--- src/rtl/ex_muldiv_unit_pkg.sv ---
// Shared definitions for the EX-stage multiply/divide unit: funct3 encodings,
// FSM state type and default widths.
package ex_muldiv_unit_pkg;

    localparam int XLEN_DEF  = 64;
    localparam int CNT_W_DEF = 7;

    localparam logic [2:0] OP_MUL    = 3'b000;
    localparam logic [2:0] OP_MULH   = 3'b001;
    localparam logic [2:0] OP_MULHSU = 3'b010;
    localparam logic [2:0] OP_MULHU  = 3'b011;
    localparam logic [2:0] OP_DIV    = 3'b100;
    localparam logic [2:0] OP_DIVU   = 3'b101;
    localparam logic [2:0] OP_REM    = 3'b110;
    localparam logic [2:0] OP_REMU   = 3'b111;

    typedef enum logic [1:0] {
        ST_IDLE = 2'd0,
        ST_BUSY = 2'd1,
        ST_DONE = 2'd2
    } state_e;

endpackage

--- src/rtl/muldiv_abs_neg.sv ---
// Combinational conditional two's-complement negate, used both for operand
// magnitudes and for result sign correction.
module muldiv_abs_neg #(
    parameter int W = 64
) (
    input  logic [W-1:0] i_val,
    input  logic         i_neg,
    output logic [W-1:0] o_val
);

    assign o_val = i_neg ? (~i_val + {{(W-1){1'b0}}, 1'b1}) : i_val;

endmodule

--- src/rtl/ex_muldiv_unit.sv ---
// Multi-cycle RV64M multiply/divide unit: shift-add multiply and restoring
// divide, one bit per cycle, sharing a single 2*XLEN accumulator.
module ex_muldiv_unit
    import ex_muldiv_unit_pkg::*;
#(
    parameter int XLEN  = XLEN_DEF,
    parameter int CNT_W = CNT_W_DEF
) (
    input  logic            clk,
    input  logic            reset,
    input  logic            flush,
    input  logic            start,
    input  logic [2:0]      op,
    input  logic [XLEN-1:0] operand_a,
    input  logic [XLEN-1:0] operand_b,
    input  logic [4:0]      rd_in,
    output logic            stall,
    output logic            busy,
    output logic            done,
    output logic [XLEN-1:0] result,
    output logic [4:0]      rd_out
);

    localparam logic [CNT_W-1:0] CNT_INIT = CNT_W'(XLEN);
    localparam logic [CNT_W-1:0] CNT_ONE  = CNT_W'(1);
    localparam logic [XLEN-1:0]  XMIN     = {1'b1, {(XLEN-1){1'b0}}};

    state_e                r_state;
    state_e                w_state_nxt;
    logic [CNT_W-1:0]      r_cnt;
    logic [2*XLEN-1:0]     r_acc;
    logic [XLEN-1:0]       r_b;
    logic [2:0]            r_op;
    logic [4:0]            r_rd;
    logic                  r_neg;
    logic [XLEN-1:0]       r_result;
    logic [4:0]            r_rd_out;

    logic                  w_accept;
    logic                  w_sgn_a;
    logic                  w_sgn_b;
    logic                  w_a_neg;
    logic                  w_b_neg;
    logic [XLEN-1:0]       w_a_abs;
    logic [XLEN-1:0]       w_b_abs;
    logic                  w_ovf;
    logic                  w_fast;
    logic [2*XLEN-1:0]     w_fast_acc;
    logic                  w_sign;
    logic [XLEN:0]         w_add;
    logic [2*XLEN-1:0]     w_mul_nxt;
    logic [XLEN:0]         w_rem_sh;
    logic [XLEN:0]         w_diff;
    logic                  w_q_bit;
    logic [2*XLEN-1:0]     w_div_nxt;
    logic [2*XLEN-1:0]     w_prod;
    logic [XLEN-1:0]       w_div_raw;
    logic [XLEN-1:0]       w_div_res;
    logic [XLEN-1:0]       w_final;

    // Operand sign handling at accept time
    assign w_accept = (r_state == ST_IDLE) & start & ~flush;
    assign w_sgn_a  = (op == OP_MULH) | (op == OP_MULHSU) | (op == OP_DIV) | (op == OP_REM);
    assign w_sgn_b  = (op == OP_MULH) | (op == OP_DIV) | (op == OP_REM);
    assign w_a_neg  = w_sgn_a & operand_a[XLEN-1];
    assign w_b_neg  = w_sgn_b & operand_b[XLEN-1];

    muldiv_abs_neg #(.W(XLEN)) u_abs_a (.i_val(operand_a), .i_neg(w_a_neg), .o_val(w_a_abs));
    muldiv_abs_neg #(.W(XLEN)) u_abs_b (.i_val(operand_b), .i_neg(w_b_neg), .o_val(w_b_abs));

    // Divide-by-zero and signed overflow resolve immediately; acc holds {rem, quot}
    assign w_ovf      = ((op == OP_DIV) | (op == OP_REM)) & (operand_a == XMIN) & (&operand_b);
    assign w_fast     = op[2] & ((operand_b == '0) | w_ovf);
    assign w_fast_acc = w_ovf ? {{XLEN{1'b0}}, operand_a} : {operand_a, {XLEN{1'b1}}};
    assign w_sign     = (op[2] & op[1]) ? w_a_neg : (w_a_neg ^ w_b_neg);

    // Multiply step: conditionally add multiplicand to the high half, shift right
    assign w_add     = {1'b0, r_acc[2*XLEN-1:XLEN]} + (r_acc[0] ? {1'b0, r_b} : {(XLEN+1){1'b0}});
    assign w_mul_nxt = {w_add, r_acc[XLEN-1:1]};

    // Divide step: shift dividend bit into remainder, subtract if it fits
    assign w_rem_sh  = r_acc[2*XLEN-1:XLEN-1];
    assign w_diff    = w_rem_sh - {1'b0, r_b};
    assign w_q_bit   = ~w_diff[XLEN];
    assign w_div_nxt = {(w_q_bit ? w_diff[XLEN-1:0] : w_rem_sh[XLEN-1:0]), r_acc[XLEN-2:0], w_q_bit};

    muldiv_abs_neg #(.W(2*XLEN)) u_neg_prod (.i_val(r_acc), .i_neg(r_neg), .o_val(w_prod));

    assign w_div_raw = r_op[1] ? r_acc[2*XLEN-1:XLEN] : r_acc[XLEN-1:0];

    muldiv_abs_neg #(.W(XLEN)) u_neg_div (.i_val(w_div_raw), .i_neg(r_neg), .o_val(w_div_res));

    always_comb begin
        w_final = w_div_res;
        if (!r_op[2]) begin
            w_final = (r_op == OP_MUL) ? w_prod[XLEN-1:0] : w_prod[2*XLEN-1:XLEN];
        end
    end

    always_comb begin
        w_state_nxt = r_state;
        case (r_state)
            ST_IDLE: if (start) w_state_nxt = w_fast ? ST_DONE : ST_BUSY;
            ST_BUSY: if (r_cnt == CNT_ONE) w_state_nxt = ST_DONE;
            ST_DONE: w_state_nxt = ST_IDLE;
            default: w_state_nxt = ST_IDLE;
        endcase
        if (flush) w_state_nxt = ST_IDLE;
    end

    always_ff @(posedge clk or negedge reset) begin
        if (!reset) begin
            r_state <= ST_IDLE;
        end else begin
            r_state <= w_state_nxt;
        end
    end

    always_ff @(posedge clk or negedge reset) begin
        if (!reset) begin
            r_cnt    <= '0;
            r_acc    <= '0;
            r_b      <= '0;
            r_op     <= '0;
            r_rd     <= '0;
            r_neg    <= 1'b0;
            r_result <= '0;
            r_rd_out <= '0;
        end else begin
            if (w_accept) begin
                r_op  <= op;
                r_rd  <= rd_in;
                r_b   <= w_b_abs;
                r_cnt <= CNT_INIT;
                r_neg <= w_fast ? 1'b0 : w_sign;
                r_acc <= w_fast ? w_fast_acc : {{XLEN{1'b0}}, w_a_abs};
            end else if (flush) begin
                r_cnt <= '0;
            end else if (r_state == ST_BUSY) begin
                r_cnt <= r_cnt - CNT_ONE;
                r_acc <= r_op[2] ? w_div_nxt : w_mul_nxt;
            end
            // A result in DONE is committed even if flush arrives that cycle
            if (r_state == ST_DONE) begin
                r_result <= w_final;
                r_rd_out <= r_rd;
            end
        end
    end

    assign stall  = ((r_state == ST_IDLE) & start) | (r_state == ST_BUSY);
    assign busy   = (r_state != ST_IDLE);
    assign done   = (r_state == ST_DONE);
    assign result = done ? w_final : r_result;
    assign rd_out = done ? r_rd : r_rd_out;

endmodule

--- config.mk ---
export PLATFORM = sky130hd
export DESIGN_NAME = ex_muldiv_unit
export DESIGN_NICKNAME = d
export VERILOG_FILES = /design/src/rtl/ex_muldiv_unit_pkg.sv /design/src/rtl/muldiv_abs_neg.sv /design/src/rtl/ex_muldiv_unit.sv
export SDC_FILE = /design/constraint.sdc
export NUM_CORES = 2
export LEC_CHECK = 0
export CAP_MARGIN = 0
export CORE_UTILIZATION = 45
export CTS_CLUSTER_DIAMETER = 50
export DETAILED_ROUTE_END_ITERATION = 10
export GPL_TIMING_DRIVEN = 0
export PLACE_DENSITY = 0.68
export SLEW_MARGIN = 20
export SYNTH_ARGS = -nofsm -noshare
export SYNTH_HDL_FRONTEND = slang
export SYNTH_SLANG_ARGS = --single-unit
--- constraint.sdc ---
create_clock -name clk -period 16.3 [get_ports clk]
set_input_delay 1.63 -clock clk [delete_from_list [all_inputs] [get_ports clk]]
set_output_delay 1.63 -clock clk [all_outputs]
set_load 0.01 [all_outputs]
**Word-level counts from Yosys, hierarchy flattened**

Index checks and enable logic that the tools add are counted.

- Register bits after elaboration: 279
- Bits in latches: 0
- Bits in writable memories: 0
- Memory bits (read-only): 0
- Bits of input ports: 140
- Output and inout bits: 72
- Memories: 0

- $add $sub $neg: 7
- Multiply operators: 0
- Div/mod/pow operators: 0
- Magnitude comparators: 0
- Equal/unequal tests: 11
- Shift-type cells: 0
- Multiplexer cells: 27
- Bitwise gates (word level): 23
- Reductions and logical operators: 9

Operator list:

| operator | count |
|---|---|
| 2-to-1 mux 128 bit | 7 |
| 2-to-1 mux 64 bit | 9 |
| adder 64 x 1 -> 64 bit (second input constant) | 3 |
| inverter 64 bit | 3 |
| adder 128 x 1 -> 128 bit (second input constant) | 1 |
| inverter 128 bit | 1 |
| adder 64 x 64 -> 65 bit | 1 |
| subtractor 65 x 64 -> 65 bit | 1 |
| equality test 64 bit (second input constant) | 1 |
| logical NOT 64 bit | 1 |
| AND reduction 64 bit | 1 |
| 2-to-1 mux 7 bit | 3 |
| AND 1 bit | 8 |
| 2-to-1 mux 2 bit | 4 |
| OR 1 bit | 8 |
| equality test 7 x 1 -> 1 bit (second input constant) | 1 |
| subtractor 7 x 1 -> 7 bit (second input constant) | 1 |
| equality test 3 bit (second input constant) | 2 |
| != test 3 bit (second input constant) | 2 |
| 2-to-1 mux 5 bit | 1 |
| one-hot mux 2 bit (2 select lines) | 1 |
| AND reduction 2 bit | 2 |
| nonzero test 2 bit | 2 |
| equality test 3 x 1 -> 1 bit (second input constant) | 1 |
| 10 further kinds | 12 |

**Depth between registers and ports, before layout**

- Depth after elaboration: 10
- Gate-level depth with buffers: 21
- Depth with buffers taken out: 13

**Hierarchy**

A second synthesis with hierarchy kept.

- Cell total of the unflattened synthesis: 4025
- Area, all modules: 31506.5 um2

Modules (own cells, without submodules):

| module | times used | cells each | area an instance (um2) | seq. area each (um2) |
|---|---|---|---|---|
| ex_muldiv_unit | 1 | 2887 | 23253.6 | 6981.7 |
| muldiv_abs_neg at u_abs_a ... | 3 | 206 | 1649.1 | 0.0 |
| muldiv_abs_neg at u_neg_prod | 1 | 520 | 3305.7 | 0.0 |

**Least setup slack after synthesis**

Ideal clock, no wire load.

- Path kind: register to output
- Start: reg r_op[1]
- End: out result[56]
- Data arrival time: 5045 ps
- Setup slack: 9625 ps
- Cell stages (with the launch flop): 21
- Buffers on the path: 9
- Path through: dfrtp_1 > buf_2 > buf_2 > clkbuf_1 > buf_2 > buf_1 > buf_2 > buf_2 > buf_1 > buf_2 > mux2i_1 > ha_1 > o21ai_0 > nor4_1 > nand4b_1 > nor3_1 > nand3_1 > o31ai_1 > xor2_1 > o22ai_1 > a211o_1

- Longest elaborated chain between the ends: 6
- Elaborated cells between the ends (all ways): 8

Ends and longest elaborated chain:

| element | line | source |
|---|---|---|
| from (decl) | ex_muldiv_unit.sv:33 | `logic [2:0] r_op;` |
| from (signal assigned) | ex_muldiv_unit.sv:131 | `r_op <= op;` |
| 2-to-1 mux 64 bit | ex_muldiv_unit.sv:89 | `assign w_div_raw = r_op[1] ? r_acc[2*XLEN-1:XLEN] : r_acc[XLEN-1:0];` |
| inverter 64 bit | muldiv_abs_neg.sv:11 | `assign o_val = i_neg ? (~i_val + {{(W-1){1'b0}}, 1'b1}) : i_val;` |
| adder 64 x 1 -> 64 bit | muldiv_abs_neg.sv:11 |  |
| 2-to-1 mux 64 bit | muldiv_abs_neg.sv:11 |  |
| 2-to-1 mux 64 bit (*) | ex_muldiv_unit.sv:95 | `if (!r_op[2]) begin` |
| 2-to-1 mux 64 bit (*) | n/a |  |
| to (decl) | ex_muldiv_unit.sv:20 | `output logic [XLEN-1:0] result,` |

Every way passes the cells marked *; elsewhere a longest branch is shown, timed or not.

**Worst setup path after layout**

- Start: reg r_op[1]
- End: out result[60]

The elaborated chain is that of the path after synthesis.

==> flow_summary.toml <==
[placement]
io_buffers = 205
dpl.hpwl_um = 136000
placed_cell_area_um2 = 34900
gp_congestion = 1.11

[power]
ir_drop_uv = 120
seq_power_share_pct = 15.2
clkPwrFrac_pct = 11.3
powerDensity_nw_per_um2 = 238
p_leak_nw = 14.1
combPwrFrac_pct = 73.5
p_sw_share_pct = 57.3
p_total_mw = 8.67
switchingPower_mw = 4.97
intPower_mw = 3.70

[grt]
grt_overflow = 0
grt_pass1_vias = 35000
antenna_found_initial = 5
grt_util_all_layers_pct = 47.1
grt_max_degree = 93
grt_pass1_wl_um = 242000

[sta]
relSlewSlack_pct = 14.5
rsz0062_at_grt = "no"
period_share_pct = 71.7
tns_ns = 0
worst_pin_slew_ns = 1.28
clock_skew_ns = 0.0290
setup_viol = 0
hold_violations = 0
fmax_ghz = 0.0856
period_needed_ns = 11.69
slew_viol_final = 0

[cells_and_area]
sequential_cell_area_um2 = 6980
syn_to_final_growth_pct = 15.7
drive_gt1_share_pct = 4.44
fillers = 6925
multi_input_area_um2 = 22700
final_area_um2 = 36400
layout.nets = 4884

[clocking]
cts_max_path_buffers = 3
clk_latency_ns = 0.60
tritoncts_num_sinks = 279
post-cts-setup-buffers = 0
clk_pin_slew_ns = 0.06
tritoncts = "yes"
cts_buffers = 41
cts-resized-gates = 0
cts-root-buf = "clkbuf_16"
cts_max_level = 2
cts_hold_buf = 0

[worst_setup_path]
critPathKind = "reg -> out"
crit_required_ns = 14.67
rrSetupSlack_ns = 7.36
cp.arrival_ns = 10.06
crit_path_start_kind = "flop"
end_kind = "output port"
path_max_fanout = 10

[routing]
wl_per_cell_um = 30.6
ant_nets = 0
avgViaCountPerCell = 6.67
drc = 0
first_pass_iters = 9
vias = 37200
drt_iter0_drc = 4843
wirelength_um = 171000

[yosys]
avgSynthCellArea_um2 = 7.23
yosys.area.top_type_share_pct = 22.2
yosysUniqueCellTypes = 84
yosysSeqAreaShare_pct = 22.2
synth_area_leader_cell = "dfrtp_1"
synth.area.top_cells = "dfrtp_1, o21ai_0, nor2_1"
ys.flop_type = "dfrtp_1"
yosysWarnings = 0
ys_ff_latch = 279
synth_nets = 4625
ys_async_sr_fraction_pct = 100
synth_edf_count = 0
synthTopCellsByCount = "nor2_1, nand2_1, o21ai_0"
syn_area_um2 = 31400
synth_most_common_cell = "nor2_1"
synthCells = 4348

[outcome]
outcome = "complete, no violations"

[die]
die_w_um = 266
die_y_um = 266
rows = 96
die_area_um2 = 70900
core_um2 = 68800
io_pins = 212
start_util_pct = 45.7

[run]
cap_violations = 0

[worst_hold_path]
hp-class = "reg -> reg"
## sequential cells by signal, summed over array words and instances (netlist names)
| register | count |
|---|---|
| r_acc | 128 |
| r_b | 64 |
| r_cnt | 7 |
| r_neg | 1 |
| r_op | 3 |
| r_rd | 5 |
| r_rd_out | 5 |
| r_result | 64 |
| r_state | 2 |
## power by group through the flow
stage / registers [mW] / logic, mW / clock network, mW
finish: 1.32 / 6.37 / 0.977
global route: 1.33 / 6.71 / 1.01
detailed placement: 1.30 / 6.03 / 0
CTS: 1.29 / 6.06 / 0.980
global placement: 1.29 / 6.02 / 0
floorplan: 1.15 / 3.98 / 0
## final cells by class
type,instances,share of cell area [%]
Buffer,359,3.83
Inverter,122,1.26
Antenna cell,5,0.0344
Clock buffer,53,3.17
Multi-Input combinational cell,3588,62.4
Sequential cell,279,19.2
Timing Repair Buffer,216,6.09
Clock inverter,22,0.829
Tap cell,931,3.20
## cells by family after synthesis
family,count (synthesis),synth area share [%]
flops,279,22.2
compound gates,1325,26.5
buf+inv,481,5.85
mux,185,6.05
xor+xnor,361,10.1
fa+ha+maj,137,5.50
simple gates,1580,23.9
## metal layers
metal | wire [µm] | share of wire, % | GRT usage [%] | vias up
li1 | - | - | - | 16400
met5 | 24 | 0.014 | 0 | -
met1 | 63200 | 37 | 56.4 | 17400
met3 | 18200 | 11 | 11.0 | 714
met4 | 16300 | 9.6 | 39.3 | 4
met2 | 72800 | 43 | 71.5 | 2682
## path summary, 6_finish.rpt
| check | start | endpoint | depth (start not counted) |
|---|---|---|---|
| max in group asynchronous | reset | r_b[52] | 2 |
| hold / removal | r_rd_out[3] | r_rd_out[3] | 2 |
| setup reg to reg | r_op[1] | r_result[56] | 20 |
| hold reg to reg | r_rd_out[3] | r_rd_out[3] | 2 |
| setup / recovery | r_op[1] | result[60] | 21 |
| min in group asynchronous | reset | r_result[15] | 1 |
## critical path, stage by stage, from the launching register on
cell	delay, ns
dfrtp_1	0.31
buf_2	0.22
buf_2	0.31
clkbuf_1	0.41
buf_2	0.42
buf_1	0.83
buf_2	0.46
buf_2	0.43
buf_1	0.81
clkbuf_1	0.91
o21a_1	0.20
ha_1	0.17
o21ai_0	0.26
or4_1	0.73
nor4_1	0.83
nand3_1	0.26
nand3b_1	0.34
o21ai_0	0.28
xor2_1	0.32
a22oi_1	0.11
o21ai_0	0.15
clkdlybuf4s50_1	0.62
## through the flow
stage               hold WS (ns)  worst slack [ns]  util, %  std cells
global route               0.487              4.83     52.8       5570
finish                     0.471              4.61     52.8       5575
global placement           0.457              1.19     50.3       5484
detailed placement         0.459              6.00     50.7       5495
floorplan                  0.446              9.63        -       4348
CTS                        0.474              5.34     52.8       5570
## cells in the final DEF (no fill, tap or decap), types with 25 or more instances in the layout
cell	netlist	routed
o41ai_1	36	35
nor4_1	60	55
nand2b_1	38	38
nor3_1	130	127
mux2_2	39	39
nor2_1	484	483
ha_1	135	135
o22ai_1	35	35
a22oi_1	25	25
xor2_1	172	172
o21a_1	26	26
clkbuf_16	0	43
o211ai_1	31	31
clkbuf_1	315	313
a31oi_1	53	53
nand3_1	80	80
inv_1	122	122
dfrtp_1	279	279
o21ai_0	379	379
xnor2_1	189	188
or4_1	38	38
a221oi_1	37	37
a21oi_1	361	361
nand4_1	100	100
a21o_1	66	66
nand2_1	449	449
a211oi_1	47	47
or3_1	53	53
o31ai_1	71	71
clkdlybuf4s50_1	0	204
mux2i_1	146	146
a221o_1	46	46
Power figures use the tool's default switching activity.
